<file path="src/rtl/bmm_pkg.sv">
// Shared types for the zero-run-length decoder: FSM state and token record.
package bmm_pkg;

  typedef enum logic {
    FILL,
    HOLD
  } zrl_state_e;

  // Token counts are carried at a fixed maximum width and narrowed per instance.
  localparam int ZRL_CNT_MAX_W = 16;

  typedef struct packed {
    logic [ZRL_CNT_MAX_W-1:0] cnt;
    logic                     empty;
  } zrl_tok_t;

endpackage

</file>
<file path="src/rtl/zrl_onehot.sv">
// Combinational index-to-one-hot decode; MODE=0 maps index to bit idx, MODE=1 to bit WIDTH-1-idx.
module zrl_onehot #(
  parameter int WIDTH = 8,
  parameter bit MODE  = 1'b0,
  parameter int IDX_W = (WIDTH == 1 ? 1 : $clog2(WIDTH))
) (
  input  logic [IDX_W-1:0] idx,
  output logic [WIDTH-1:0] onehot
);

  always_comb begin
    onehot = '0;
    for (int unsigned i = 0; i < WIDTH; i++) begin
      onehot[i] = (idx == IDX_W'(MODE ? (WIDTH - 1 - i) : i));
    end
  end

endmodule

</file>
<file path="src/rtl/zrl_decoder.sv">
// Zero-run-length decoder: rebuilds a WIDTH-bit vector from (zero-count, empty) tokens.
// Optional saturating overflow counter on err_cnt_o when BMM_ZRLD_ERR_CNT_EN is defined.
module zrl_decoder
  import bmm_pkg::*;
#(
  parameter int WIDTH     = 8,
  parameter bit MODE      = 1'b0,
  parameter int CNT_WIDTH = (WIDTH == 1 ? 1 : $clog2(WIDTH))
) (
  input  logic                 clk_i,
  input  logic                 rst_ni,
  input  logic                 tok_valid_i,
  output logic                 tok_ready_o,
  input  logic [CNT_WIDTH-1:0] tok_cnt_i,
  input  logic                 tok_empty_i,
  output logic [WIDTH-1:0]     vec_o,
  output logic                 vec_valid_o,
  input  logic                 vec_ready_i,
  output logic                 err_o
`ifdef BMM_ZRLD_ERR_CNT_EN
  ,
  output logic [15:0]          err_cnt_o
`endif
);

  localparam logic [CNT_WIDTH+1:0] LAST = (CNT_WIDTH + 2)'(WIDTH - 1);

  zrl_state_e             state, state_n;
  zrl_tok_t               tok;
  logic [CNT_WIDTH:0]     pos;
  logic [CNT_WIDTH+1:0]   sum;
  logic [WIDTH-1:0]       vec, bit_hot;
  logic                   err;
  logic                   accept, ovf, hit;

  assign tok.cnt   = ZRL_CNT_MAX_W'(tok_cnt_i);
  assign tok.empty = tok_empty_i;

  // Upper count bits are zero-extended, so narrowing here is lossless.
  assign sum    = (CNT_WIDTH + 2)'(pos) + (CNT_WIDTH + 2)'(tok.cnt);
  assign accept = tok_valid_i && (state == FILL);
  assign ovf    = accept && !tok.empty && (sum > LAST);
  assign hit    = accept && !tok.empty && (sum <= LAST);

  zrl_onehot #(
    .WIDTH (WIDTH),
    .MODE  (MODE),
    .IDX_W (CNT_WIDTH)
  ) u_onehot (
    .idx    (sum[CNT_WIDTH-1:0]),
    .onehot (bit_hot)
  );

  always_ff @(posedge clk_i or negedge rst_ni) begin
    if (!rst_ni) state <= FILL;
    else         state <= state_n;
  end

  always_comb begin
    state_n = state;
    unique case (state)
      FILL: if (accept && (tok.empty || sum >= LAST)) state_n = HOLD;
      HOLD: if (vec_ready_i) state_n = FILL;
      default: state_n = FILL;
    endcase
  end

  always_ff @(posedge clk_i or negedge rst_ni) begin
    if (!rst_ni) begin
      vec <= '0;
      pos <= '0;
      err <= 1'b0;
    end else if (state == HOLD) begin
      if (vec_ready_i) begin
        vec <= '0;
        pos <= '0;
        err <= 1'b0;
      end
    end else if (hit) begin
      vec <= vec | bit_hot;
      pos <= (CNT_WIDTH + 1)'(sum + 1'b1);
    end else if (ovf) begin
      err <= 1'b1;
    end
  end

`ifdef BMM_ZRLD_ERR_CNT_EN
  logic [15:0] err_cnt;

  always_ff @(posedge clk_i or negedge rst_ni) begin
    if (!rst_ni)                      err_cnt <= '0;
    else if (ovf && err_cnt != '1)    err_cnt <= err_cnt + 16'd1;
  end

  assign err_cnt_o = err_cnt;
`endif

  assign tok_ready_o = (state == FILL);
  assign vec_valid_o = (state == HOLD);
  assign vec_o       = vec;
  assign err_o       = err;

endmodule

</file>
<file path="config.mk">
export PLATFORM = sky130hd
export DESIGN_NAME = zrl_decoder
export DESIGN_NICKNAME = d
export VERILOG_FILES = /design/src/rtl/bmm_pkg.sv /design/src/rtl/zrl_onehot.sv /design/src/rtl/zrl_decoder.sv
export SDC_FILE = /design/constraint.sdc
export NUM_CORES = 1
export LEC_CHECK = 0
export ABC_AREA = 1
export BUFFER_PORTS_ARGS = -buffer_cell sky130_fd_sc_hd__buf_2
export CORE_MARGIN = 2
export CORE_UTILIZATION = 46
export DETAILED_ROUTE_END_ITERATION = 10
export PLACE_DENSITY_LB_ADDON = 0.1
export SETUP_SLACK_MARGIN = 0.15
export SLEW_MARGIN = 5
export SYNTH_ARGS = -nofsm -noshare
export SYNTH_HDL_FRONTEND = slang
export SYNTH_HIERARCHICAL = 1
export SYNTH_SLANG_ARGS = --single-unit
export TNS_END_PERCENT = 10
</file>
<file path="constraint.sdc">
create_clock -name clk_i -period 2.67 [get_ports clk_i]
set_input_delay 0.267 -clock clk_i [delete_from_list [all_inputs] [get_ports clk_i]]
set_output_delay 0.267 -clock clk_i [all_outputs]
set_load 0.005 [all_outputs]
</file>
==> impl_metrics.py <==
metrics = {
    "status": {
        "status": "complete, no violations",
    },
    "synth": {
        "muxShareOfSynthArea": 0,
        "syn-num-nets": 148,
        "ys_seq_area_frac": 0.344,
        "yosysTopAreaCell": "dfrtp_1",
        "synth_fa_ha_area_frac": 0.0687,
        "ys_ff_latch": 14,
        "ys_warn_count": 6,
        "synth-simple-area-share": 0.498,
        "synth_top_family_by_area": "simple AND/OR/NAND/NOR gates",
        "synth_xor_area_frac": 0,
        "synth_cell_types": 21,
        "synth_cells": 135,
        "synth_area_per_cell_um2": 7.55,
        "synth-compound-area-share": 0.0196,
        "yosysTopAreaCellShare": 0.344,
        "synth_area_leaders": "dfrtp_1, nand2_1, nand3_2",
        "syn_area_mm2": 0.00102,
    },
    "timing": {
        "hold_violations": 0,
        "min_period_ns": 2.17,
        "skew_ns": 0.00352,
        "hold_ws_ns": 0.173,
        "slew_viol_final": 0,
        "relSlewSlack": 0.533,
        "finalSetupViolations": 0,
        "fmax_ghz": 0.461,
        "rsz0062_at_grt": "no",
        "timing.final.crit_share": 0.812,
        "fin_setup_tns_ns": 0,
        "worst_pin_slew_ns": 0.698,
    },
    "route": {
        "dr.pass1.iters": 3,
        "vias_per_cell": 4.97,
        "vias": 909,
        "wire_per_inst_um": 11.4,
        "first_iter_violations": 17,
        "drc": 0,
        "ant_nets": 0,
        "finalWirelength_mm": 2.09,
    },
    "floorplan": {
        "dieArea_mm2": 0.00261,
        "io-pin-count": 19,
        "core-area_mm2": 0.00215,
        "rows": 17,
        "die_h_um": 51.1,
        "initial_core_util": 0.475,
        "die_x_um": 51.1,
    },
    "final_layout": {
        "layout.nets": 169,
        "diodes": 0,
        "final_area_mm2": 0.00116,
        "area_growth_pct": 13.9,
        "drive_gt1_frac": 0.258,
    },
    "clocking": {
        "cts.hold.buffers_added": 1,
        "h-tree-depth": 1,
        "insertion_delay_ns": 0.29,
        "numCtsBuffers": 3,
        "clk_pin_slew_ns": 0.09,
        "tritoncts": "yes",
        "clock_tree.root_cell": "clkbuf_4",
        "cts_setup_buffers": 0,
        "cts.repair.resized": 0,
        "cts_sinks": 14,
        "clock_path_buffers": 2,
    },
    "setup_path": {
        "cp_max_fo": 16,
        "critPathLaunchType": "flip-flop",
        "critPathSlowestCell": "fa_1",
        "arrival_ns": 2.34,
        "critPathRequiredTime_ns": 2.85,
        "crit_path_end_kind": "flip-flop",
        "path_buf_inv": 1,
        "cpMostUsedCell": "nand2_1",
        "critPathTopFamily": "adder cells",
        "path_class": "flip-flop to flip-flop",
        "critical_path.max_stage_delay_ns": 0.59,
        "crit_chain": "ha_1, fa_1, nand2_1, inv_1, nand3_2, nor2_4, nor2_4, nand2_8, nand2_4, nand2_1, nand2_1",
    },
    "global_routing": {
        "grt_max_degree": 17,
        "overflow": 0,
        "grt_pass1_wl_mm": 3.67,
        "antenna_found_initial": 0,
        "grt_usage": 0.189,
        "first_global_vias": 899,
    },
    "pwr": {
        "power_density_mw_per_mm2": 1060,
        "power.total_mw": 1.24,
        "p_leak_nw": 0.647,
        "peakVddDrop_v": 0.000497,
    },
    "worst_hold_path": {
        "hp-class": "primary input to flip-flop",
    },
    "placed_design": {
        "port_buffers": 18,
        "gp_congestion": 0.815,
        "dp_hpwl_mm": 1.57,
        "place_area_mm2": 0.00111,
    },
    "flow_run": {
        "cap_violations": 0,
    },
}
==> state kept, by name, summed over array words and instances (netlist names) <==
name         flops
pos              4
vec_o            8
vec_valid_o      1
err_o            1
==> layout make-up <==
cell class,count,area [um2]
multi-input cells,107,598
clock buffers,4,36.3
repair buffers,19,100
inverters,11,41.3
flip-flops and latches,14,350
fillers,224,987
well taps,28,35.0
==> report_power, final <==
part / switching, mW / internal (mW)
sequential: 0.0823 / 0.290
clock: 0.0726 / 0.0831
combinational: 0.436 / 0.272
total: 0.591 / 0.645
==> worst paths after layout <==
check / endpoint / depth (start not counted) / slack [ns] / startpoint
setup reg to reg: vec_o[3] / 11 / 0.50 / pos[0]
hold / removal: vec_valid_o / 2 / 0.17 / vec_ready_i
min in group asynchronous: vec_o[5] / 2 / 0.40 / rst_ni
hold reg to reg: err_o / 2 / 0.48 / err_o
max in group asynchronous: vec_o[6] / 2 / 2.04 / rst_ni
setup / recovery: vec_o[3] / 11 / 0.50 / pos[0]
==> routing by layer <==
| layer | wire (um) | GRT usage | share of wire | vias up |
|---|---|---|---|---|
| met5 | 0 | 0 | 0 | - |
| met4 | 51 | 0.108 | 0.024 | 0 |
| met3 | 62 | 0.0175 | 0.030 | 5 |
| met2 | 963 | 0.312 | 0.46 | 15 |
| met1 | 1010 | 0.240 | 0.48 | 419 |
| li1 | - | - | - | 470 |
==> stage by stage <==
step | worst slack (ns) | utilization | cells
global placement | 0.533 | 0.519 | 178
global route | 0.302 | 0.540 | 183
floorplan | 0.677 | - | 135
detailed placement | 0.500 | 0.519 | 178
CTS | 0.477 | 0.540 | 183
finish | 0.503 | 0.540 | 183
==> cell families (layout without fill, tap and decap cells) <==
| family | count (synthesis) | in the layout |
|---|---|---|
| adders and majority gates | 5 | 5 |
| and+or+nand+nor | 98 | 98 |
| AOI/OAI and AO/OA | 4 | 4 |
| buffers and inverters | 14 | 34 |
| DFF | 14 | 14 |
==> cell usage in the layout, fill, tap and decap left out, drive strengths merged <==
| cell type | count |
|---|---|
| a21oi | 3 |
| and2 | 1 |
| and3 | 1 |
| buf | 18 |
| clkbuf | 4 |
| dfrtp | 14 |
| dlygate4sd3 | 1 |
| fa | 1 |
| ha | 4 |
| inv | 11 |
| nand2 | 43 |
| nand3 | 22 |
| nor2 | 29 |
| nor3 | 1 |
| o21ai | 1 |
| or2 | 1 |
==> cells in the mapped netlist <==
cell / count
nand3_1: 11
o21ai_0: 1
nand2_8: 1
inv_1: 10
nand2_1: 39
nor2_1: 27
nand3_2: 11
nand2_4: 2
nand2_2: 1
buf_2: 2
ha_1: 4
and2_1: 1
inv_2: 1
or2_0: 1
buf_12: 1
and3_1: 1
nor2_4: 2
a21oi_1: 3
nor3_1: 1
fa_1: 1
dfrtp_1: 14
(Power assumes the default switching activity.)
